`config.mk`:
```
export PLATFORM = sky130hd
export DESIGN_NAME = mc_ctrl_flat
export DESIGN_NICKNAME = d
export VERILOG_FILES = /design/src/rtl/mc_ctrl_pkg.sv /design/src/rtl/mc_ctrl_if.sv /design/src/rtl/mc_ctrl_decode.sv /design/src/rtl/mc_ctrl.sv /design/src/flat_wrapper.sv
export SDC_FILE = /design/constraint.sdc
export NUM_CORES = 1
export LEC_CHECK = 0
export BUFFER_PORTS_ARGS = -buffer_cell sky130_fd_sc_hd__buf_2
export CORE_MARGIN = 3
export CORE_UTILIZATION = 46
export DETAILED_ROUTE_END_ITERATION = 10
export PLACE_DENSITY = 0.75
export SLEW_MARGIN = 20
export SYNTH_ARGS = -nofsm -noshare
export SYNTH_HDL_FRONTEND = slang
export SYNTH_SLANG_ARGS = --single-unit
```
`constraint.sdc`:
```
create_clock -name clk -period 3.2 [get_ports clk]
set_input_delay 0 -clock clk [delete_from_list [all_inputs] [get_ports clk]]
set_output_delay 0 -clock clk [all_outputs]
set_load 0.02 [all_outputs]
```
`src/rtl/mc_ctrl_pkg.sv`:
```
// mips_ctrl_pkg: shared encodings for the multi-cycle MIPS control unit.
//   - FSM state encoding and instruction class enum
//   - opcode / funct field constants
//   - datapath control codes (ALUOp, NPCOp, RegDst, MemtoReg, length, trap cause)
// The datapath control codes match the single-cycle decoder, so the
// datapath muxes are shared between the two controllers.
package mips_ctrl_pkg;

   typedef enum logic [2:0] {
      ST_IDLE   = 3'd0,
      ST_FETCH  = 3'd1,
      ST_DECODE = 3'd2,
      ST_EXEC   = 3'd3,
      ST_MEM    = 3'd4,
      ST_WB     = 3'd5,
      ST_TRAP   = 3'd6
   } state_e;

   typedef enum logic [3:0] {
      CL_ALU_R  = 4'd0,
      CL_ALU_I  = 4'd1,
      CL_BRANCH = 4'd2,
      CL_LOAD   = 4'd3,
      CL_STORE  = 4'd4,
      CL_J      = 4'd5,
      CL_JAL    = 4'd6,
      CL_JR     = 4'd7,
      CL_JALR   = 4'd8
   } iclass_e;

   // opcodes
   localparam logic [5:0] OP_RTYPE  = 6'b000000;
   localparam logic [5:0] OP_REGIMM = 6'b000001;
   localparam logic [5:0] OP_J      = 6'b000010;
   localparam logic [5:0] OP_JAL    = 6'b000011;
   localparam logic [5:0] OP_BEQ    = 6'b000100;
   localparam logic [5:0] OP_BNE    = 6'b000101;
   localparam logic [5:0] OP_BLEZ   = 6'b000110;
   localparam logic [5:0] OP_BGTZ   = 6'b000111;
   localparam logic [5:0] OP_ADDI   = 6'b001000;
   localparam logic [5:0] OP_ADDIU  = 6'b001001;
   localparam logic [5:0] OP_SLTI   = 6'b001010;
   localparam logic [5:0] OP_SLTIU  = 6'b001011;
   localparam logic [5:0] OP_ANDI   = 6'b001100;
   localparam logic [5:0] OP_ORI    = 6'b001101;
   localparam logic [5:0] OP_XORI   = 6'b001110;
   localparam logic [5:0] OP_LUI    = 6'b001111;
   localparam logic [5:0] OP_LB     = 6'b100000;
   localparam logic [5:0] OP_LH     = 6'b100001;
   localparam logic [5:0] OP_LW     = 6'b100011;
   localparam logic [5:0] OP_LBU    = 6'b100100;
   localparam logic [5:0] OP_LHU    = 6'b100101;
   localparam logic [5:0] OP_SB     = 6'b101000;
   localparam logic [5:0] OP_SH     = 6'b101001;
   localparam logic [5:0] OP_SW     = 6'b101011;

   // R-type funct
   localparam logic [5:0] F_SLL  = 6'b000000;
   localparam logic [5:0] F_SRL  = 6'b000010;
   localparam logic [5:0] F_SRA  = 6'b000011;
   localparam logic [5:0] F_SLLV = 6'b000100;
   localparam logic [5:0] F_SRLV = 6'b000110;
   localparam logic [5:0] F_SRAV = 6'b000111;
   localparam logic [5:0] F_JR   = 6'b001000;
   localparam logic [5:0] F_JALR = 6'b001001;
   localparam logic [5:0] F_ADD  = 6'b100000;
   localparam logic [5:0] F_ADDU = 6'b100001;
   localparam logic [5:0] F_SUB  = 6'b100010;
   localparam logic [5:0] F_SUBU = 6'b100011;
   localparam logic [5:0] F_AND  = 6'b100100;
   localparam logic [5:0] F_OR   = 6'b100101;
   localparam logic [5:0] F_XOR  = 6'b100110;
   localparam logic [5:0] F_NOR  = 6'b100111;
   localparam logic [5:0] F_SLT  = 6'b101010;
   localparam logic [5:0] F_SLTU = 6'b101011;

   // REGIMM rt field
   localparam logic [4:0] RT_BLTZ = 5'b00000;
   localparam logic [4:0] RT_BGEZ = 5'b00001;

   // ALUOp; branch codes make the ALU raise Zero when the condition holds
   localparam logic [4:0] ALU_NOP  = 5'b00000;
   localparam logic [4:0] ALU_ADD  = 5'b00001;
   localparam logic [4:0] ALU_SUB  = 5'b00010;
   localparam logic [4:0] ALU_AND  = 5'b00011;
   localparam logic [4:0] ALU_OR   = 5'b00100;
   localparam logic [4:0] ALU_XOR  = 5'b00101;
   localparam logic [4:0] ALU_NOR  = 5'b00110;
   localparam logic [4:0] ALU_SLT  = 5'b00111;
   localparam logic [4:0] ALU_SLTU = 5'b01000;
   localparam logic [4:0] ALU_LUI  = 5'b01001;
   localparam logic [4:0] ALU_SLL  = 5'b01010;
   localparam logic [4:0] ALU_SRL  = 5'b01011;
   localparam logic [4:0] ALU_SRA  = 5'b01100;
   localparam logic [4:0] ALU_SLLV = 5'b01101;
   localparam logic [4:0] ALU_SRLV = 5'b01110;
   localparam logic [4:0] ALU_BGEZ = 5'b10000;
   localparam logic [4:0] ALU_BLTZ = 5'b10001;
   localparam logic [4:0] ALU_BLEZ = 5'b10010;
   localparam logic [4:0] ALU_BGTZ = 5'b10011;
   localparam logic [4:0] ALU_SRAV = 5'b10100;

   localparam logic [1:0] NPC_PC4 = 2'b00;
   localparam logic [1:0] NPC_BR  = 2'b01;
   localparam logic [1:0] NPC_J   = 2'b10;
   localparam logic [1:0] NPC_JR  = 2'b11;

   localparam logic [1:0] RD_RT  = 2'b00;
   localparam logic [1:0] RD_RD  = 2'b01;
   localparam logic [1:0] RD_R31 = 2'b10;

   localparam logic [1:0] M2R_ALU  = 2'b00;
   localparam logic [1:0] M2R_MEM  = 2'b01;
   localparam logic [1:0] M2R_LINK = 2'b10;

   // length: bit2 = unsigned load
   localparam logic [2:0] LEN_W  = 3'b000;
   localparam logic [2:0] LEN_H  = 3'b001;
   localparam logic [2:0] LEN_B  = 3'b010;
   localparam logic [2:0] LEN_HU = 3'b101;
   localparam logic [2:0] LEN_BU = 3'b110;

   localparam logic [1:0] TC_NONE    = 2'b00;
   localparam logic [1:0] TC_ILLEGAL = 2'b01;
   localparam logic [1:0] TC_TIMEOUT = 2'b10;

endpackage

```
`src/rtl/mc_ctrl_if.sv`:
```
// mc_ctrl_if: controller <-> datapath/memory bundle.
//   master : the control unit (drives mem_req and all datapath controls)
//   slave  : datapath + memory (drives Instru, Zero, mem_ack)
interface mc_ctrl_if;
   logic [31:0] Instru;
   logic        Zero;
   logic        mem_ack;
   logic        mem_req;
   logic        PCWrite;
   logic        IRWrite;
   logic        RegWrite;
   logic        MemRead;
   logic        MemWrite;
   logic        EXTOp;
   logic        ALUSrc;
   logic        ALUSrc2;
   logic [1:0]  RegDst;
   logic [1:0]  MemtoReg;
   logic [4:0]  ALUOp;
   logic [1:0]  NPCOp;
   logic [2:0]  length;
   logic        trap;
   logic [1:0]  trap_cause;

   modport master (
      input  Instru, Zero, mem_ack,
      output mem_req, PCWrite, IRWrite, RegWrite, MemRead, MemWrite,
             EXTOp, ALUSrc, ALUSrc2, RegDst, MemtoReg, ALUOp, NPCOp,
             length, trap, trap_cause
   );

   modport slave (
      output Instru, Zero, mem_ack,
      input  mem_req, PCWrite, IRWrite, RegWrite, MemRead, MemWrite,
             EXTOp, ALUSrc, ALUSrc2, RegDst, MemtoReg, ALUOp, NPCOp,
             length, trap, trap_cause
   );
endinterface

```
`src/rtl/mc_ctrl_decode.sv`:
```
// mc_ctrl_decode: combinational instruction classifier.
//   i_instru    : instruction word from the IR
//   o_iclass    : instruction class (ALU-R/I, branch, load, store, jumps)
//   o_is_bne    : branch is taken on !Zero instead of Zero
//   o_alu_op    : ALUOp code, o_alu_src / o_alu_src2 / o_ext_op operand selects
//   o_length    : memory access size for loads/stores
//   o_illegal   : unknown opcode/funct
// Macro CTRL_SUBWORD_EN enables lb/lbu/lh/lhu/sb/sh; without it they are illegal.
module mc_ctrl_decode
   import mips_ctrl_pkg::*;
(
   input  logic [31:0] i_instru,
   output iclass_e     o_iclass,
   output logic        o_is_bne,
   output logic [4:0]  o_alu_op,
   output logic        o_alu_src,
   output logic        o_alu_src2,
   output logic        o_ext_op,
   output logic [2:0]  o_length,
   output logic        o_illegal
);

   logic [5:0] w_op;
   logic [5:0] w_funct;
   logic [4:0] w_rt;
   logic       w_unused;

   assign w_op     = i_instru[31:26];
   assign w_funct  = i_instru[5:0];
   assign w_rt     = i_instru[20:16];
   assign w_unused = ^{i_instru[25:21], i_instru[15:6]};

   always_comb begin
      o_iclass   = CL_ALU_R;
      o_is_bne   = 1'b0;
      o_alu_op   = ALU_NOP;
      o_alu_src  = 1'b0;
      o_alu_src2 = 1'b0;
      o_ext_op   = 1'b0;
      o_length   = LEN_W;
      o_illegal  = 1'b0;
      case (w_op)
         OP_RTYPE: begin
            case (w_funct)
               F_ADD, F_ADDU: o_alu_op = ALU_ADD;
               F_SUB, F_SUBU: o_alu_op = ALU_SUB;
               F_AND:         o_alu_op = ALU_AND;
               F_OR:          o_alu_op = ALU_OR;
               F_XOR:         o_alu_op = ALU_XOR;
               F_NOR:         o_alu_op = ALU_NOR;
               F_SLT:         o_alu_op = ALU_SLT;
               F_SLTU:        o_alu_op = ALU_SLTU;
               // ALUSrc2 selects shamt as the shift amount
               F_SLL: begin o_alu_op = ALU_SLL; o_alu_src2 = 1'b1; end
               F_SRL: begin o_alu_op = ALU_SRL; o_alu_src2 = 1'b1; end
               F_SRA: begin o_alu_op = ALU_SRA; o_alu_src2 = 1'b1; end
               F_SLLV:        o_alu_op = ALU_SLLV;
               F_SRLV:        o_alu_op = ALU_SRLV;
               F_SRAV:        o_alu_op = ALU_SRAV;
               F_JR:          o_iclass = CL_JR;
               F_JALR:        o_iclass = CL_JALR;
               default:       o_illegal = 1'b1;
            endcase
         end
         OP_REGIMM: begin
            o_iclass = CL_BRANCH;
            case (w_rt)
               RT_BGEZ: o_alu_op = ALU_BGEZ;
               RT_BLTZ: o_alu_op = ALU_BLTZ;
               default: o_illegal = 1'b1;
            endcase
         end
         OP_BEQ:  begin o_iclass = CL_BRANCH; o_alu_op = ALU_SUB; end
         OP_BNE:  begin o_iclass = CL_BRANCH; o_alu_op = ALU_SUB; o_is_bne = 1'b1; end
         OP_BLEZ: begin o_iclass = CL_BRANCH; o_alu_op = ALU_BLEZ; end
         OP_BGTZ: begin o_iclass = CL_BRANCH; o_alu_op = ALU_BGTZ; end
         OP_ADDI, OP_ADDIU: begin
            o_iclass = CL_ALU_I; o_alu_op = ALU_ADD; o_alu_src = 1'b1; o_ext_op = 1'b1;
         end
         OP_SLTI: begin
            o_iclass = CL_ALU_I; o_alu_op = ALU_SLT; o_alu_src = 1'b1; o_ext_op = 1'b1;
         end
         OP_SLTIU: begin
            o_iclass = CL_ALU_I; o_alu_op = ALU_SLTU; o_alu_src = 1'b1; o_ext_op = 1'b1;
         end
         // logical immediates are zero-extended
         OP_ANDI: begin o_iclass = CL_ALU_I; o_alu_op = ALU_AND; o_alu_src = 1'b1; end
         OP_ORI:  begin o_iclass = CL_ALU_I; o_alu_op = ALU_OR;  o_alu_src = 1'b1; end
         OP_XORI: begin o_iclass = CL_ALU_I; o_alu_op = ALU_XOR; o_alu_src = 1'b1; end
         OP_LUI:  begin o_iclass = CL_ALU_I; o_alu_op = ALU_LUI; o_alu_src = 1'b1; end
         OP_LW: begin
            o_iclass = CL_LOAD; o_alu_op = ALU_ADD; o_alu_src = 1'b1; o_ext_op = 1'b1;
         end
         OP_SW: begin
            o_iclass = CL_STORE; o_alu_op = ALU_ADD; o_alu_src = 1'b1; o_ext_op = 1'b1;
         end
`ifdef CTRL_SUBWORD_EN
         OP_LB, OP_LBU, OP_LH, OP_LHU: begin
            o_iclass = CL_LOAD; o_alu_op = ALU_ADD; o_alu_src = 1'b1; o_ext_op = 1'b1;
            case (w_op)
               OP_LB:   o_length = LEN_B;
               OP_LBU:  o_length = LEN_BU;
               OP_LH:   o_length = LEN_H;
               default: o_length = LEN_HU;
            endcase
         end
         OP_SB, OP_SH: begin
            o_iclass = CL_STORE; o_alu_op = ALU_ADD; o_alu_src = 1'b1; o_ext_op = 1'b1;
            o_length = (w_op == OP_SB) ? LEN_B : LEN_H;
         end
`endif
         OP_J:    o_iclass = CL_J;
         OP_JAL:  o_iclass = CL_JAL;
         default: o_illegal = 1'b1;
      endcase
   end

endmodule

```
`src/rtl/mc_ctrl.sv`:
```
// mc_ctrl: multi-cycle control unit for the MIPS CPU.
//   clk  : rising-edge clock
//   rstn : asynchronous active-low reset (deasserted synchronously by the system)
//   bus  : mc_ctrl_if.master -- Instru/Zero/mem_ack in, memory request and
//          datapath controls out, sticky trap + trap_cause out
// Parameters: MEM_TIMEOUT (1..255) cycles without mem_ack before a timeout
// trap; TO_W counter width (MEM_TIMEOUT < 2**TO_W).
// Macro CTRL_SUBWORD_EN (in mc_ctrl_decode) enables sub-word loads/stores.
//
// state  | meaning
// IDLE   | after reset, no outputs, moves to FETCH
// FETCH  | read instruction; on ack load IR and PC+4
// DECODE | classify; jumps complete here, illegal -> TRAP
// EXEC   | ALU operation; branches resolve here
// MEM    | data load/store handshake
// WB     | register file write
// TRAP   | halted until reset; trap/trap_cause reported
module mc_ctrl
   import mips_ctrl_pkg::*;
#(
   parameter int MEM_TIMEOUT = 15,
   parameter int TO_W        = 8
)(
   input  logic      clk,
   input  logic      rstn,
   mc_ctrl_if.master bus
);

   localparam logic [2:0] S_IDLE   = ST_IDLE;
   localparam logic [2:0] S_FETCH  = ST_FETCH;
   localparam logic [2:0] S_DECODE = ST_DECODE;
   localparam logic [2:0] S_EXEC   = ST_EXEC;
   localparam logic [2:0] S_MEM    = ST_MEM;
   localparam logic [2:0] S_WB     = ST_WB;
   localparam logic [2:0] S_TRAP   = ST_TRAP;

   logic [2:0]    r_state;
   logic [2:0]    w_state_nxt;
   logic [TO_W-1:0] r_to_cnt;
   logic          r_trap;
   logic [1:0]    r_trap_cause;
   logic          w_trap_set;
   logic [1:0]    w_cause_nxt;

   iclass_e       w_iclass;
   logic          w_is_bne;
   logic [4:0]    w_dec_alu_op;
   logic          w_dec_alu_src;
   logic          w_dec_alu_src2;
   logic          w_dec_ext_op;
   logic [2:0]    w_dec_length;
   logic          w_illegal;
   logic          w_to_limit;
   logic          w_br_take;

   logic          w_mem_req, w_mem_read, w_mem_write;
   logic          w_pc_write, w_ir_write, w_reg_write;
   logic          w_ext_op, w_alu_src, w_alu_src2;
   logic [1:0]    w_reg_dst, w_mem_to_reg, w_npc_op;
   logic [4:0]    w_alu_op;
   logic [2:0]    w_length;

   mc_ctrl_decode u_decode (
      .i_instru   (bus.Instru),
      .o_iclass   (w_iclass),
      .o_is_bne   (w_is_bne),
      .o_alu_op   (w_dec_alu_op),
      .o_alu_src  (w_dec_alu_src),
      .o_alu_src2 (w_dec_alu_src2),
      .o_ext_op   (w_dec_ext_op),
      .o_length   (w_dec_length),
      .o_illegal  (w_illegal)
   );

   // limit is reached on the MEM_TIMEOUT-th unacknowledged request cycle
   assign w_to_limit = (r_to_cnt == TO_W'(MEM_TIMEOUT - 1));
   assign w_br_take  = w_is_bne ? ~bus.Zero : bus.Zero;

   always_comb begin
      w_state_nxt  = r_state;
      w_trap_set   = 1'b0;
      w_cause_nxt  = TC_NONE;
      w_mem_req    = 1'b0;
      w_mem_read   = 1'b0;
      w_mem_write  = 1'b0;
      w_pc_write   = 1'b0;
      w_ir_write   = 1'b0;
      w_reg_write  = 1'b0;
      w_ext_op     = 1'b0;
      w_alu_src    = 1'b0;
      w_alu_src2   = 1'b0;
      w_reg_dst    = RD_RT;
      w_mem_to_reg = M2R_ALU;
      w_npc_op     = NPC_PC4;
      w_alu_op     = ALU_NOP;
      w_length     = LEN_W;
      case (r_state)
         S_IDLE: w_state_nxt = S_FETCH;
         S_FETCH: begin
            w_mem_req  = 1'b1;
            w_mem_read = 1'b1;
            if (bus.mem_ack) begin
               w_ir_write  = 1'b1;
               w_pc_write  = 1'b1;
               w_npc_op    = NPC_PC4;
               w_state_nxt = S_DECODE;
            end else if (w_to_limit) begin
               w_trap_set  = 1'b1;
               w_cause_nxt = TC_TIMEOUT;
               w_state_nxt = S_TRAP;
            end
         end
         S_DECODE: begin
            if (w_illegal) begin
               w_trap_set  = 1'b1;
               w_cause_nxt = TC_ILLEGAL;
               w_state_nxt = S_TRAP;
            end else begin
               case (w_iclass)
                  CL_J, CL_JAL: begin
                     w_pc_write  = 1'b1;
                     w_npc_op    = NPC_J;
                     w_state_nxt = S_FETCH;
                     if (w_iclass == CL_JAL) begin
                        w_reg_write  = 1'b1;
                        w_reg_dst    = RD_R31;
                        w_mem_to_reg = M2R_LINK;
                     end
                  end
                  CL_JR, CL_JALR: begin
                     w_pc_write  = 1'b1;
                     w_npc_op    = NPC_JR;
                     w_state_nxt = S_FETCH;
                     if (w_iclass == CL_JALR) begin
                        w_reg_write  = 1'b1;
                        w_reg_dst    = RD_RD;
                        w_mem_to_reg = M2R_LINK;
                     end
                  end
                  default: w_state_nxt = S_EXEC;
               endcase
            end
         end
         S_EXEC: begin
            w_alu_op   = w_dec_alu_op;
            w_alu_src  = w_dec_alu_src;
            w_alu_src2 = w_dec_alu_src2;
            w_ext_op   = w_dec_ext_op;
            case (w_iclass)
               CL_BRANCH: begin
                  w_pc_write  = w_br_take;
                  w_npc_op    = w_br_take ? NPC_BR : NPC_PC4;
                  w_state_nxt = S_FETCH;
               end
               CL_LOAD, CL_STORE: w_state_nxt = S_MEM;
               default:           w_state_nxt = S_WB;
            endcase
         end
         S_MEM: begin
            w_alu_op    = w_dec_alu_op;
            w_alu_src   = w_dec_alu_src;
            w_alu_src2  = w_dec_alu_src2;
            w_ext_op    = w_dec_ext_op;
            w_mem_req   = 1'b1;
            w_mem_read  = (w_iclass == CL_LOAD);
            w_mem_write = (w_iclass == CL_STORE);
            w_length    = w_dec_length;
            if (bus.mem_ack) begin
               w_state_nxt = (w_iclass == CL_LOAD) ? S_WB : S_FETCH;
            end else if (w_to_limit) begin
               w_trap_set  = 1'b1;
               w_cause_nxt = TC_TIMEOUT;
               w_state_nxt = S_TRAP;
            end
         end
         S_WB: begin
            w_reg_write = 1'b1;
            w_state_nxt = S_FETCH;
            if (w_iclass == CL_LOAD) begin
               w_mem_to_reg = M2R_MEM;
               w_length     = w_dec_length;
            end
            w_reg_dst = (w_iclass == CL_ALU_R) ? RD_RD : RD_RT;
         end
         S_TRAP:  w_state_nxt = S_TRAP;
         default: w_state_nxt = S_IDLE;
      endcase
   end

   always_ff @(posedge clk or negedge rstn) begin
      if (!rstn) begin
         r_state <= S_IDLE;
      end else begin
         r_state <= w_state_nxt;
      end
   end

   // cleared on entering a request state and on every accepted request
   always_ff @(posedge clk or negedge rstn) begin
      if (!rstn) begin
         r_to_cnt <= '0;
      end else if (((w_state_nxt == S_FETCH) || (w_state_nxt == S_MEM)) && (w_state_nxt != r_state)) begin
         r_to_cnt <= '0;
      end else if (w_mem_req && bus.mem_ack) begin
         r_to_cnt <= '0;
      end else if (w_mem_req) begin
         r_to_cnt <= r_to_cnt + TO_W'(1);
      end
   end

   always_ff @(posedge clk or negedge rstn) begin
      if (!rstn) begin
         r_trap       <= 1'b0;
         r_trap_cause <= TC_NONE;
      end else if (w_trap_set) begin
         r_trap       <= 1'b1;
         r_trap_cause <= w_cause_nxt;
      end
   end

   assign bus.mem_req    = w_mem_req;
   assign bus.MemRead    = w_mem_read;
   assign bus.MemWrite   = w_mem_write;
   assign bus.PCWrite    = w_pc_write;
   assign bus.IRWrite    = w_ir_write;
   assign bus.RegWrite   = w_reg_write;
   assign bus.EXTOp      = w_ext_op;
   assign bus.ALUSrc     = w_alu_src;
   assign bus.ALUSrc2    = w_alu_src2;
   assign bus.RegDst     = w_reg_dst;
   assign bus.MemtoReg   = w_mem_to_reg;
   assign bus.NPCOp      = w_npc_op;
   assign bus.ALUOp      = w_alu_op;
   assign bus.length     = w_length;
   assign bus.trap       = r_trap;
   assign bus.trap_cause = r_trap_cause;

endmodule

```
`src/flat_wrapper.sv`:
```
// flat-port wrapper written by rule: the top's interface ports become plain ports
module mc_ctrl_flat import mips_ctrl_pkg::*;
#(
   parameter int MEM_TIMEOUT = 15,
   parameter int TO_W        = 8
)
  (clk, rstn, bus_Instru, bus_Zero, bus_mem_ack, bus_mem_req, bus_PCWrite, bus_IRWrite, bus_RegWrite, bus_MemRead, bus_MemWrite, bus_EXTOp, bus_ALUSrc, bus_ALUSrc2, bus_RegDst, bus_MemtoReg, bus_ALUOp, bus_NPCOp, bus_length, bus_trap, bus_trap_cause);
  mc_ctrl_if bus_i ();
  input  logic clk;
  input  logic rstn;
  input wire logic [$bits(bus_i.Instru)-1:0] bus_Instru;
  input wire logic [$bits(bus_i.Zero)-1:0] bus_Zero;
  input wire logic [$bits(bus_i.mem_ack)-1:0] bus_mem_ack;
  output wire logic [$bits(bus_i.mem_req)-1:0] bus_mem_req;
  output wire logic [$bits(bus_i.PCWrite)-1:0] bus_PCWrite;
  output wire logic [$bits(bus_i.IRWrite)-1:0] bus_IRWrite;
  output wire logic [$bits(bus_i.RegWrite)-1:0] bus_RegWrite;
  output wire logic [$bits(bus_i.MemRead)-1:0] bus_MemRead;
  output wire logic [$bits(bus_i.MemWrite)-1:0] bus_MemWrite;
  output wire logic [$bits(bus_i.EXTOp)-1:0] bus_EXTOp;
  output wire logic [$bits(bus_i.ALUSrc)-1:0] bus_ALUSrc;
  output wire logic [$bits(bus_i.ALUSrc2)-1:0] bus_ALUSrc2;
  output wire logic [$bits(bus_i.RegDst)-1:0] bus_RegDst;
  output wire logic [$bits(bus_i.MemtoReg)-1:0] bus_MemtoReg;
  output wire logic [$bits(bus_i.ALUOp)-1:0] bus_ALUOp;
  output wire logic [$bits(bus_i.NPCOp)-1:0] bus_NPCOp;
  output wire logic [$bits(bus_i.length)-1:0] bus_length;
  output wire logic [$bits(bus_i.trap)-1:0] bus_trap;
  output wire logic [$bits(bus_i.trap_cause)-1:0] bus_trap_cause;
  assign bus_i.Instru = bus_Instru;
  assign bus_i.Zero = bus_Zero;
  assign bus_i.mem_ack = bus_mem_ack;
  assign bus_mem_req = bus_i.mem_req;
  assign bus_PCWrite = bus_i.PCWrite;
  assign bus_IRWrite = bus_i.IRWrite;
  assign bus_RegWrite = bus_i.RegWrite;
  assign bus_MemRead = bus_i.MemRead;
  assign bus_MemWrite = bus_i.MemWrite;
  assign bus_EXTOp = bus_i.EXTOp;
  assign bus_ALUSrc = bus_i.ALUSrc;
  assign bus_ALUSrc2 = bus_i.ALUSrc2;
  assign bus_RegDst = bus_i.RegDst;
  assign bus_MemtoReg = bus_i.MemtoReg;
  assign bus_ALUOp = bus_i.ALUOp;
  assign bus_NPCOp = bus_i.NPCOp;
  assign bus_length = bus_i.length;
  assign bus_trap = bus_i.trap;
  assign bus_trap_cause = bus_i.trap_cause;
  mc_ctrl #(.MEM_TIMEOUT(MEM_TIMEOUT), .TO_W(TO_W)) u_core (.clk(clk), .rstn(rstn), .bus(bus_i));
endmodule
```
== Word-level counts from Yosys, hierarchy flattened ==
Cells that the tools add are included.

* $add $sub $neg: 1
* Eq/ne operators: 52
* Muxes and demuxes: 67
* Bitwise logic cells: 1
* Reduce and logical (&&, ||, !) cells: 28

{| class="wikitable"
|+ Operators by type and width
! cell !! count
|-
| $eq A6 B6 Y1 const B || 12
|-
| $pmux W5 S14 || 1
|-
| $eq A6 B4 Y1 const B || 10
|-
| $pmux W5 S12 || 1
|-
| $eq A6 B3 Y1 const B || 7
|-
| $mux W1 || 29
|-
| $pmux W2 S2 || 7
|-
| $pmux W4 S7 || 1
|-
| $eq A6 B2 Y1 const B || 4
|-
| $mux W8 || 3
|-
| $reduce_or A2 Y1 || 10
|-
| $mux W2 || 9
|-
| $pmux W3 S6 || 1
|-
| $reduce_or A18 Y1 || 1
|-
| $eq A4 B3 Y1 const B || 4
|-
| $reduce_or A16 Y1 || 1
|-
| $mux W3 || 5
|-
| $eq A3 B3 Y1 const B || 4
|-
| $logic_not A6 Y1 || 2
|-
| $pmux W5 S2 || 1
|-
| $reduce_or A10 Y1 || 1
|-
| $add A8 B1 Y8 const B || 1
|-
| $eq A4 B2 Y1 const B || 2
|-
| $eq A8 B4 Y1 const B || 1
|-
| 23 further kinds || 31
|}

* Flip-flop bits (word level): 14
* Input bits: 36
* Output and inout bits: 26

== Logic depth before layout (Yosys ltp) ==
* Depth in word-level cells: 12
* Gate-level depth with buffers: 8

== Cells and area by module ==
Synthesis repeated with hierarchy kept, for this count alone.

* Cell total of the unflattened synthesis: 240
* Area, all modules: 1830.5 um^2

{| class="wikitable"
|+ By module, submodules not included
! module !! instances !! cells each !! area each (um^2)
|-
| mc_ctrl || 1 || 137 || 1153.6
|-
| mc_ctrl_decode || 1 || 103 || 676.9
|}

== Least setup slack after synthesis ==
OpenSTA, ideal clock, no wires.

* Kind: register to output
* Start: register u_core.r_state[1]
* End: output bus_MemtoReg[0]
* Arrival time: 1.908 ns
* Required time: 3.200 ns
* Path slack: 1.292 ns
* Stages on the path, launching flop included: 4
* Buffers on the path: 1
* Cells stage by stage: dfrtp_1 -> clkbuf_1 -> nand3b_1 -> a2111oi_0

* Cells in the longest elaborated chain, start to end: 2
* Elaborated cells between the ends (all ways): 3
* Classes of those cells: eq/ne: 2; mux: 1

{| class="wikitable"
|+ Ends and longest elaborated chain
! item !! line !! text
|-
| start: declaration || mc_ctrl.sv:37 || <nowiki>logic [2:0] r_state;</nowiki>
|-
| start signal: assignment || mc_ctrl.sv:194 || <nowiki>r_state <= w_state_nxt;</nowiki>
|-
| $eq A3 B3 Y1 / $eq A3 B2 Y1 (equally long branches) || mc_ctrl.sv:97 || <nowiki>case (r_state)</nowiki>
|-
| $pmux W2 S2 * || mc_ctrl.sv:97 ||
|-
| end: declaration || flat_wrapper.sv:24 || <nowiki>output wire logic [$bits(bus_i.MemtoReg)-1:0] bus_MemtoReg;</nowiki>
|}

Every way passes the cells marked *; elsewhere a longest branch is shown, timed or not.

== Final worst setup path ==
* Start: register u_core.r_state[1]
* End: output bus_RegDst[0]

* Cells in the longest elaborated chain, start to end: 2
* Elaborated cells between the ends (all ways): 3
* Classes of those cells: eq/ne: 2; mux: 1

{| class="wikitable"
|+ Ends and longest elaborated chain
! item !! line !! text
|-
| $eq A3 B3 Y1 / $eq A3 B2 Y1 (equally long branches) || mc_ctrl.sv:97 ||
|-
| $pmux W2 S2 * || mc_ctrl.sv:97 ||
|-
| end: declaration || flat_wrapper.sv:23 || <nowiki>output wire logic [$bits(bus_i.RegDst)-1:0] bus_RegDst;</nowiki>
|}

Marked as above.

==> summary.txt <==
Min path
  • HP Class: input pin to register

Yosys
  • Sequential-to-total area share from yosys stat: 21.2%
  • Ys Warns: 0
  • Post-synth top area share: 21.2%
  • FF+latch count, synth: 14
  • Asr flop ratio synth: between 90% and 100%
  • Syn Area/Cell: between 6 and 7 sq um
  • Post-synth EDFFs: 0
  • Synth unique cells: 55
  • Prevailing post-synth register cell: dfrtp_1
  • Largest area contributor in the netlist: dfrtp_1
  • Synth Instances: 237
  • Mapped cell area: about 1700 sq um
  • Ranking of synthesized cells by area: dfrtp_1 21%, o21ai_0 6.1%, nor2_1 5.5%

CTS
  • Total CTS buffers: 3
  • Clock transition at path regs: 0.08 ns
  • Max Root-Sink Buffers: 2
  • Clk sinks: 14
  • CTS tree: done
  • Clock Latency Late Sink: 0.28 ns
  • CTS root buf: clkbuf_4
  • H-Tree Depth: 1
  • CTS resizes: 0

Routing
  • WL per Instance: 13.3 microns
  • Starting DRT DRC Count: 205
  • Drt first pass iters: 4
  • Post-route ant nets: 0
  • DRC violations left: 0
  • Vias/cell: 5.80
  • Final WL: between 4000 and 5000 microns
  • DR vias: 1828

Finish
  • Layout Area Growth over Synthesis: 14.4%
  • Share of cells above drive strength 1: 21.2%
  • Multi-input gate area: 1190 sq um
  • N_diodes: 0
  • Final instance area: between 1500 and 2000 sq um
  • Final-stage net count: 308
  • Final Util: 55.8%
  • Fillers: 339
  • Post-route insts no fill: 315
  • Register area: ~350 sq um

Die
  • Die area: 4350 sq um
  • Core ar.: 3390 sq um
  • Starting density of the core: 48.8%
  • Rows: 21
  • I/O Pins: between 60 and 70
  • DIE WIDTH: 65.9 microns
  • Die Height: 65.9 microns

Global routing
  • GR Overflow Total: 0
  • Initial antenna violation count: 0
  • First-pass GRT wire length: 7060 microns
  • Largest net degree at the start of global routing: 16
  • Vias in the first global route: ~1600
  • Total Routing Usage GR: 20.0%

STA
  • Final cycle utilization of the critical path: roughly 70%
  • Final slew viol count: 0
  • Final hold violations: 0
  • RSZ-0062 raised after global routing: no
  • Fin Clk Skew: 0.00634 ns
  • Setup violators final: 0
  • Setup TNS: 0 ns
  • Max Fclk: approximately 450 MHz
  • Measured slew at the worst slew-check pin: ~0.7 ns
  • Final Critical Period: roughly 2.2 ns
  • Worst slew margin: between 50 and 60%

Run
  • Max Cap Viol: 0

Power and ir drop
  • Power Total: ~0.92 mW
  • Leakage: just under 0.8 nW
  • PD cells: just under 500 nW/um^2
  • Max IR drop VDD: between 0.2 and 0.3 mV

Status
  • Status: complete, no violations

Place
  • IO buf count: 43
  • Final HPWL DP: approximately 3200 microns
  • Dpl cell area: 1840 sq um
  • Placed Instances: 310
  • Placer congestion estimate: 0.865

Setup path
  • Critical Path End Type: primary output
  • Crit Path Max Fanout: 14
  • Worst EP required: 3.20 ns
  • Crit path kind: register to primary output
  • CP Launch Type: register
  • Worst EP arrival: 2.21 ns
-- synth_stat cells, types with 2 or more instances --
cell type,instances
nor2_1,24
nand2_1,22
o21ai_0,20
a21oi_1,16
nor3_1,16
dfrtp_1,14
nand3_1,13
clkbuf_1,12
nand2b_1,12
inv_1,8
nor2b_1,5
a31oi_1,4
nand4_1,4
buf_4,3
nand3b_1,3
nor3b_1,3
o22ai_1,3
or2_2,3
or3_1,3
xor2_1,3
a211oi_1,2
a22oi_1,2
a32oi_1,2
and2_1,2
buf_2,2
ha_1,2
o211ai_1,2
o21a_1,2
o31a_1,2
o32ai_1,2
xnor2_1,2
-- logic make-up after synthesis --
logic type      Yosys count  synth area share (%)
other cells               1                 0.227
compound gates           69                  28.2
xor+xnor                  5                  2.65
buf+inv                  26                  7.19
flops                    14                  21.2
fa+ha+maj                 2                  1.51
simple gates            120                  39.1
-- what timing repair did --
action / in CTS / in global routing
endpoints found under the hold margin: 14 / 0
buffers inserted: 0 / 0
hold buffers: 1 / 0
-- metal layers --
layer | part of all wire (%) | GRT usage [%] | wire (microns)
met1 | 50 | 29.2 | 2090
met2 | 43 | 30.9 | 1820
met3 | 6.2 | 4.08 | 262
met4 | 0.41 | 2.79 | 17
met5 | 0 | 0 | 0
-- power by group --
| part | switching (mW) | total (mW) | internal (mW) |
|---|---|---|---|
| combinational | 0.328 | 0.522 | 0.193 |
| clock | 0.0568 | 0.126 | 0.0692 |
| sequential | 0.0644 | 0.276 | 0.211 |
| total | 0.450 | 0.924 | 0.474 |
-- metrics by stage --
| stage | hold slack, ns | setup WS [ns] |
|---|---|---|
| after floorplan | -0.296 | 1.29 |
| after global placement | -0.0890 | 1.05 |
| after detailed placement | -0.0869 | 1.04 |
| after CTS | 0.0819 | 0.988 |
| after global routing | 0.135 | 0.814 |
| final | 0.0904 | 0.989 |
-- cell type report --
| cell class | count | share of cell area (%) |
|---|---|---|
| multi-input combinational | 199 | 63.0 |
| sequential | 14 | 18.5 |
| timing repair buffer | 44 | 11.9 |
| tap | 46 | 3.04 |
| clock buffer | 4 | 1.92 |
| inverter | 8 | 1.59 |
-- critical path, stage by stage, from the launching register on --
cell and delay (ns):
dfrtp_1 0.58, nor2b_1 0.22, nor2b_1 0.24, o2111ai_2 0.34
nor3_1 0.27, o22a_1 0.14, buf_2 0.15
-- cells in the final DEF, fill, tap and decap left out, types with 8 or more instances in the layout --
| cell | count |
|---|---|
| a21oi_1 | 16 |
| buf_2 | 43 |
| dfrtp_1 | 14 |
| inv_1 | 8 |
| nand2_1 | 22 |
| nand2b_1 | 12 |
| nand3_1 | 13 |
| nor2_1 | 24 |
| nor3_1 | 16 |
| o21ai_0 | 20 |
-- state kept, by name (all words and copies together), names as in the netlist --
signal,count
u_core.bus.trap_cause,2
u_core.r_to_cnt,8
u_core.r_state,3
u_core.bus.trap,1
-- worst paths after layout --
path | startpoint | to | slack [ns] | cells after the start
setup / recovery | u_core.r_state[1]$_DFF_PN0_ | bus_RegDst[0] | 0.99 | 6
min in group asynchronous | rstn | u_core.r_to_cnt[5]$_DFFE_PN0P_ | 0.14 | 2
max in group asynchronous | rstn | u_core.bus.trap_cause[1]$_DFFE_PN0P_ | 2.81 | 2
setup reg to reg | u_core.r_state[1]$_DFF_PN0_ | u_core.r_to_cnt[2]$_DFFE_PN0P_ | 1.01 | 6
hold / removal | bus_mem_ack | u_core.r_state[1]$_DFF_PN0_ | 0.09 | 3
hold reg to reg | u_core.bus.trap$_DFFE_PN0P_ | u_core.bus.trap$_DFFE_PN0P_ | 0.47 | 1
Note: power is estimated with default switching activity, not from simulation.
